==> config.mk <==
export PLATFORM = sky130hd
export DESIGN_NAME = gray_ss_rx
export DESIGN_NICKNAME = d
export VERILOG_FILES = /design/src/rtl/gray_ss_rx.sv
export SDC_FILE = /design/constraint.sdc
export NUM_CORES = 1
export LEC_CHECK = 0
export CAP_MARGIN = 20
export CORE_AREA = 2 2 142 144
export CTS_CLUSTER_DIAMETER = 30
export DETAILED_ROUTE_END_ITERATION = 7
export DIE_AREA = 0 0 144 146
export PLACE_DENSITY = 0.75
export SLEW_MARGIN = 20
export SYNTH_ARGS = -nofsm -noshare
export SYNTH_HDL_FRONTEND = slang
export SYNTH_SLANG_ARGS = --single-unit
==> constraint.sdc <==
create_clock -name clk -period 9.8 [get_ports clk]
set_input_delay 2.45 -clock clk [delete_from_list [all_inputs] [get_ports clk]]
set_output_delay 2.45 -clock clk [all_outputs]
set_load 0.05 [all_outputs]
==> src/rtl/gray_ss_rx.sv <==
// rtl/gray_ss_rx.sv - serial 2-bit Gray stream receiver with decoded-word history
module gray_ss_rx #(
  parameter int HIST_DEPTH = 4
) (
  input  logic                          clk,
  input  logic                          reset,
  input  logic                          ss_valid,
  input  logic                          ss_start,
  input  logic [1:0]                    ss,
  output logic [31:0]                   dataout,
  output logic                          dout_valid,
  output logic                          frame_err,
  output logic                          busy,
  input  logic                          rw,
  input  logic [$clog2(HIST_DEPTH)-1:0] addr,
  output logic [31:0]                   rd_data
);

  localparam int AW = $clog2(HIST_DEPTH);

  typedef enum logic [1:0] {
    ST_IDLE   = 2'd0,
    ST_SHIFT  = 2'd1,
    ST_DECODE = 2'd2
  } state_t;

  state_t        state_q, state_d;
  logic [3:0]    cnt_q, cnt_d;
  logic [31:0]   g_q, g_d;
  logic [AW-1:0] wptr_q, wptr_d;
  logic [31:0]   dataout_q, dataout_d;
  logic          dout_valid_q, dout_valid_d;
  logic          frame_err_q, frame_err_d;
  logic [31:0]   rd_data_q, rd_data_d;
  logic [31:0]   hist_q [HIST_DEPTH];
  logic [31:0]   hist_d [HIST_DEPTH];

  logic [31:0]   bin;
  logic          hist_we;
  logic [4:0]    bit_hi;

  // Gray to binary: each binary bit is the XOR of all Gray bits at or above it.
  function automatic logic [31:0] gray_to_bin(input logic [31:0] gv);
    logic [31:0] bv;
    bv[31] = gv[31];
    for (int i = 30; i >= 0; i--) begin
      bv[i] = bv[i+1] ^ gv[i];
    end
    return bv;
  endfunction

  // Frame sequencing: collect 16 beats MSB pair first, decode for one cycle, publish.
  always_comb begin
    state_d      = state_q;
    cnt_d        = cnt_q;
    g_d          = g_q;
    wptr_d       = wptr_q;
    dataout_d    = dataout_q;
    dout_valid_d = 1'b0;
    frame_err_d  = 1'b0;
    hist_we      = 1'b0;
    bin          = gray_to_bin(g_q);
    // Beat k lands at bits [31-2k:30-2k], so the pair's upper bit index is 31-2*cnt.
    bit_hi       = 5'd31 - {cnt_q, 1'b0};

    case (state_q)
      ST_IDLE: begin
        // Stray non-start beats are simply ignored while idle.
        if (ss_valid && ss_start) begin
          g_d     = {ss, 30'b0};
          cnt_d   = 4'd1;
          state_d = ST_SHIFT;
        end
      end

      ST_SHIFT: begin
        if (ss_valid) begin
          if (ss_start) begin
            // A new start mid-frame abandons the partial word and restarts from this beat.
            frame_err_d = 1'b1;
            g_d         = {ss, 30'b0};
            cnt_d       = 4'd1;
          end else begin
            g_d[bit_hi -: 2] = ss;
            cnt_d            = cnt_q + 4'd1;
            if (cnt_q == 4'd15) begin
              state_d = ST_DECODE;
            end
          end
        end
      end

      ST_DECODE: begin
        dataout_d    = bin;
        dout_valid_d = 1'b1;
        hist_we      = 1'b1;
        wptr_d       = wptr_q + AW'(1);
        state_d      = ST_IDLE;
        // No beat can be taken while decoding; report the loss instead of starting a frame.
        if (ss_valid) begin
          frame_err_d = 1'b1;
        end
      end

      default: begin
        state_d = ST_IDLE;
      end
    endcase
  end

  // History write port and registered read port (read sees pre-write contents).
  always_comb begin
    hist_d = hist_q;
    if (hist_we) begin
      hist_d[wptr_q] = bin;
    end
    rd_data_d = rw ? hist_q[addr] : rd_data_q;
  end

  // Control, datapath and output registers.
  always_ff @(posedge clk or posedge reset) begin
    if (reset) begin
      state_q      <= ST_IDLE;
      cnt_q        <= 4'd0;
      g_q          <= 32'd0;
      wptr_q       <= '0;
      dataout_q    <= 32'd0;
      dout_valid_q <= 1'b0;
      frame_err_q  <= 1'b0;
      rd_data_q    <= 32'd0;
    end else begin
      state_q      <= state_d;
      cnt_q        <= cnt_d;
      g_q          <= g_d;
      wptr_q       <= wptr_d;
      dataout_q    <= dataout_d;
      dout_valid_q <= dout_valid_d;
      frame_err_q  <= frame_err_d;
      rd_data_q    <= rd_data_d;
    end
  end

  // History storage, cleared entirely by reset.
  always_ff @(posedge clk or posedge reset) begin
    if (reset) begin
      for (int i = 0; i < HIST_DEPTH; i++) begin
        hist_q[i] <= 32'd0;
      end
    end else begin
      hist_q <= hist_d;
    end
  end

  assign dataout    = dataout_q;
  assign dout_valid = dout_valid_q;
  assign frame_err  = frame_err_q;
  assign rd_data    = rd_data_q;
  assign busy       = (state_q != ST_IDLE);

endmodule

* Word-level counts from Yosys, hierarchy flattened
Cells that the tools add are included.
** Storage, ports and cells
- Input bits :: 9
- Bits in read-only memories :: 0
- Bits in latches :: 0
- Memories kept :: 0
- Register bits after elaboration :: 234
- Memory bits (writable) :: 0
- Output and inout bits :: 67
** Operators by class
- Order comparisons :: 3
- Reductions and logical operators :: 7
- Shift-type cells :: 2
- Add/subtract/negate cells :: 4
- Bitwise gates (word level) :: 33
- Multiplexer cells :: 25
- Divide/modulo/power cells :: 0
- Multipliers :: 0
- Eq/ne operators :: 7
** Operators by type and width (number)
- $mux W32 :: 6
- $bwmux W128 :: 1
- $bmux W32 S2 :: 1
- $demux W32 S2 :: 1
- $pmux W32 S2 :: 1
- $shift A2 B7 Y33 const A :: 1
- $shiftx A2 B7 Y33 :: 1
- $bwmux W32 :: 1
- $xor A1 B1 Y1 :: 31
- $mux W4 :: 3
- $mux W2 :: 4
- $ne A2 B2 Y1 const B :: 4
- $pmux W4 S2 :: 1
- $neg A5 Y7 :: 1
- $ge A3 B3 Y1 const B :: 2
- $not A2 Y3 :: 2
- $sub A5 B5 Y5 const A :: 1
- $add A4 B1 Y4 const B :: 1
- $eq A4 B4 Y1 const B :: 1
- $mux W1 :: 4
- $pmux W2 S2 :: 1
- $reduce_and A4 Y1 :: 1
- $reduce_bool A2 Y1 :: 2
- $lt A3 B1 Y1 const B :: 1
- other kinds (7) :: 8

* Longest topological paths before layout
- Depth in word-level cells :: 32
- Gate-level depth with buffers :: 8
- Mapped depth without buffers :: 6

* Worst setup path before layout
No wires, ideal clock.
- Kind :: input to register
- Start point :: in addr[0]
- End point :: reg rd_data_q[0] (netlist: rd_data[0])
- Cell stages on the path :: 4
- Slack :: 5.657 ns
- Buffers on the path :: 2
- Arrival time :: 4.018 ns
- Data required time :: 9.675 ns
- Setup time :: 0.125 ns
- Path through :: clkbuf_1 -> buf_1 -> mux4_2 -> mux2_2
** On the way
- Word-level cells in the longest chain between the ends :: 4
** RTL lines
- start: declaration :: line 15 : input logic [$clog2(HIST_DEPTH)-1:0] addr,
- $not A2 Y3 (implied by the code) :: line 117 : rd_data_d = rw ? hist_q[addr] : rd_data_q;
- $bmux W32 S2 :: line 117
- $mux W32 (implied by the code) (2 in a row) :: line 117
- end signal: assignment :: line 139 : rd_data_q <= rd_data_d;
- end: declaration :: line 34 : logic [31:0] rd_data_q, rd_data_d;
Every way passes these cells. The select of a mux whose other input is x is not followed.
A chain may end at the register's enable or synchronous reset.

* Worst setup path in the final report
- Start point :: reg state_q[1]
- End point :: out busy
** On the way
- Word-level cells in the longest chain between the ends :: 1
** RTL lines
- start: declaration :: line 27 : state_t state_q, state_d;
- start signal: assignment :: line 132 : state_q <= state_d;
- $reduce_bool A2 Y1 :: line 158 : assign busy = (state_q != ST_IDLE);
- end: declaration :: line 13 : output logic busy,
Every way passes these cells.

==> impl_metrics.csv <==
group,metric,value,unit
setup_path,worst_r2r_path_depth,5,
cts,ctsRootBufferMaster,"sky130_fd_sc_hd__clkbuf_16",
final_layout,flow.area_growth_from_synthesis,23.14,%
sta,final-max-slew-violation-count,0,
floorplanning,fp.dieH,146,um
place,routabilityCongestion,0.8397,
yosys,synth_async_sr_flop_share,100.0,%
cts,htreeDepth,2,
yosys,postSynthNetCount,918,
yosys,synth_top_family_by_area,"multiplexers",
floorplanning,floorplan.rows,51,
yosys,post-synth-top-area-cell,"sky130_fd_sc_hd__dfrtp_1",
sta,portion_of_the_clock_cycle_consumed_by_the_worst_path_in_the_final_layout,47.83,%
floorplanning,io-pin-count,76,
pwr,irDropWorstVdd,231.8,uV
min_path,min_from,"hist_q[109]",
pwr,power.share.sequential,29.4,%
setup_path,timing.critical_path.to,"busy",
detailed_routing,postRouteWirelength,23.72,mm
setup_path,worstSetupEndpointType,"primary output",
cts,cts_resized,0,
place,io_buffer_count,75,
cts,postCtsHoldBufs,0,
yosys,synth_area,10620,sq um
setup_path,worst_ep_required_time,7.35,ns
place,dp_hpwl,14.30,mm
setup_path,worstSetupPathType,"register to primary output",
sta,transition_at_the_pin_with_the_smallest_max_transition_slack,0.9550,ns
setup_path,cp.arrival,2.24,ns
setup_path,startpoint_type,"register",
detailed_routing,wl_per_cell,18.70,um
yosys,synth_adder_area_share,1.649,%
floorplanning,fp.coreArea,19330,sq um
yosys,postSynth.topFlopCell,"sky130_fd_sc_hd__dfrtp_1",
global_routing,grt_max_degree,94,
global_routing,grt_first_pass_wirelength,38.99,mm
pwr,powerDensity,261.1,nW/um^2
cts,cts_tree,"done",
pwr,power,3.415,mW
floorplanning,floorplan.initialDensity,54.93,%
pwr,sw_frac_of_total,32.03,%
min_path,hold_path.class,"register to register",
sta,timing.setup.tns,0,ns
cts,worstSkewPairLatency,0.52,ns
sta,report.final.hold_viol_count,0,
cts,cts_buffer_depth,3,
yosys,synthesis.instances,895,
final_layout,insertedDiodeCount,0,
yosys,post_synth_main_area_contributors,"sky130_fd_sc_hd__dfrtp_1 (55%), sky130_fd_sc_hd__o21ai_0 (8.0%), sky130_fd_sc_hd__mux4_2 (6.8%), sky130_fd_sc_hd__mux2_2 (5.9%), sky130_fd_sc_hd__nand2_1 (4.9%)",
setup_path,critPathMaxFanout,10,
final_layout,layout.cells.most_common,"sky130_fd_sc_hd__dfrtp_1",
sta,worst_clock_skew,0.01761,ns
sta,relSlewSlack,36.18,%
pwr,power_share_of_the_clock_group,44.3,%
cts,numCtsBuffers,42,
sta,final.min_clock_period,4.687,ns
yosys,seq_area_frac_synth,55.13,%
yosys,synth_simple_gate_area_share,7.092,%
floorplanning,dieArea,21020,sq um
yosys,ys_warn_count,0,
yosys,synth_edf_count,0,
detailed_routing,vias_per_cell,5.635,
global_routing,grt_antenna_before_repair,0,
pwr,power.leakage,5.958,nW
cts,post_cts_buffers,0,
run_status,status,"finished, final reports clean",
run,cap_violations,0,
cts,clock_sinks,234,
yosys,yosys-mux-area-fraction,13.76,%
pwr,combinationalPowerShare,26.4,%
yosys,synth-xor-area-share,9.129,%
sta,rsz0062_at_grt,"false",
final_layout,finalNetCount,993,
pwr,cellInternalPower,2.321,mW
detailed_routing,drt_drc_violations_left,0,
sta,achievable-frequency,213.3,MHz
detailed_routing,drtPass1Iterations,5,
global_routing,grt_usage,23.71,%
global_routing,first_global_vias,7316,
yosys,synth_top_area_share,55.13,%
yosys,postSynthRegisterBits,234,
final_layout,filler_cell_count,1336,
yosys,avgSynthCellArea,11.87,sq um
setup_path,timing.rr.start,"g_q[17]",
yosys,synth-compound-area-share,10.45,%
sta,report.final.setup_viol,0,
setup_path,reg2reg_to,"dataout[3]",
pwr,p_switching,1.094,mW
floorplanning,chipWidth,144,um
global_routing,grt.overflow.total,0,
detailed_routing,drt_iter0_drc,614,
detailed_routing,total_vias_in_the_final_route,7145,
cts,clk_transition_reported_paths,0.05,ns
min_path,hold_depth,2,
final_layout,most-common-layout-cells,"sky130_fd_sc_hd__dfrtp_1 (234), sky130_fd_sc_hd__o21ai_0 (170), sky130_fd_sc_hd__nand2_1 (139)",
setup_path,regToRegSetupSlack,6.77,ns
yosys,synth_cell_types,39,
final_layout,drive_above_1_share,18.15,%
setup_path,worstSetupStartpoint,"state_q[1]",
detailed_routing,post_route_ant_nets,0,
==> registers in the layout, indices dropped and copies added, names as in the netlist <==
name	flops
state_q	2
dout_valid	1
dataout	32
wptr_q	2
frame_err	1
hist_q	128
g_q	32
cnt_q	4
rd_data	32
==> worst max-delay path, stage by stage, from the launching register on <==
cell,delay [ns]
sky130_fd_sc_hd__dfrtp_1,0.39
sky130_fd_sc_hd__inv_1,0.13
sky130_fd_sc_hd__ha_1,0.37
sky130_fd_sc_hd__inv_1,0.12
sky130_fd_sc_hd__clkdlybuf4s50_1,0.72
==> worst min-delay path by stage <==
stage and endpoint:
2_1_floorplan hist_q[32], 3_3_place_gp hist_q[81], 3_5_place_dp hist_q[57], 4_1_cts hist_q[57], 5_1_grt hist_q[6], 6_report hist_q[109]
==> area by class of cell <==
class | instances | area [sq um] | area share (%)
clock buffer | 55 | 1214 | 9.280
clock inverter | 22 | 292.8 | 2.239
inverter | 22 | 90.09 | 0.6888
multi-input combinational | 585 | 4474 | 34.21
sequential | 234 | 5856 | 44.77
tap | 265 | 331.6 | 2.535
timing repair buffer | 85 | 820.8 | 6.276
==> synth_stat cells (6+ instances only) <==
library cell               number
sky130_fd_sc_hd__a21oi_1       32
sky130_fd_sc_hd__buf_1          6
sky130_fd_sc_hd__nand3_1        6
sky130_fd_sc_hd__clkbuf_1      46
sky130_fd_sc_hd__dfrtp_1      234
sky130_fd_sc_hd__inv_1         22
sky130_fd_sc_hd__mux4_2        32
sky130_fd_sc_hd__nand2_1      140
sky130_fd_sc_hd__nor2_1        29
sky130_fd_sc_hd__xnor2_1       27
sky130_fd_sc_hd__xnor3_1       18
sky130_fd_sc_hd__o21ai_0      170
sky130_fd_sc_hd__xor2_1        12
sky130_fd_sc_hd__mux2i_1       11
sky130_fd_sc_hd__ha_1          14
sky130_fd_sc_hd__mux2_2        56
==> layer usage <==
| layer | GRT usage [%] | wire length (um) |
|---|---|---|
| met3 | 5.331 | 1441 |
| met5 | 0 | 0 |
| met4 | 8.529 | 531 |
| met2 | 35.95 | 11540 |
| met1 | 33.99 | 10200 |
==> through the flow <==
| step | setup slack, ns | hold slack, ns | instance area, sq um | instances | util [%] |
|---|---|---|---|---|---|
| 2_1_floorplan | 0.9320 | 0.4446 | 10620 | 895 | - |
| 3_3_place_gp | 5.199 | 0.4564 | 11570 | 1191 | 59.84 |
| 6_report | 5.113 | 0.4744 | 13080 | 1268 | 67.64 |
| 3_5_place_dp | 5.144 | 0.4654 | 11570 | 1191 | 59.84 |
| 4_1_cts | 5.085 | 0.4771 | 13080 | 1268 | 67.63 |
| 5_1_grt | 5.009 | 0.4951 | 13080 | 1268 | 67.64 |
==> power groups by stage <==
stage / sequential (mW) / clock, mW / combinational [mW]
3_3_place_gp: 1.02 / 0 / 0.874
2_1_floorplan: 1.01 / 0 / 0.610
6_report: 1.00 / 1.51 / 0.900
5_1_grt: 1.00 / 1.59 / 0.960
3_5_place_dp: 1.02 / 0 / 0.880
4_1_cts: 1.00 / 1.53 / 0.888
==> logic make-up (layout without fill, tap and decap cells) <==
family                   count (synthesis)  in the layout
AO/OA/AOI/OAI                          216            216
XOR/XNOR                                67             67
adder cells (fa/ha/maj)                 14             14
buffers and inverters                   76            184
flip-flops                             234            234
multiplexers                            99             99
AND/OR/NAND/NOR                        189            189
No activity file was read; power rests on OpenSTA's default activity.
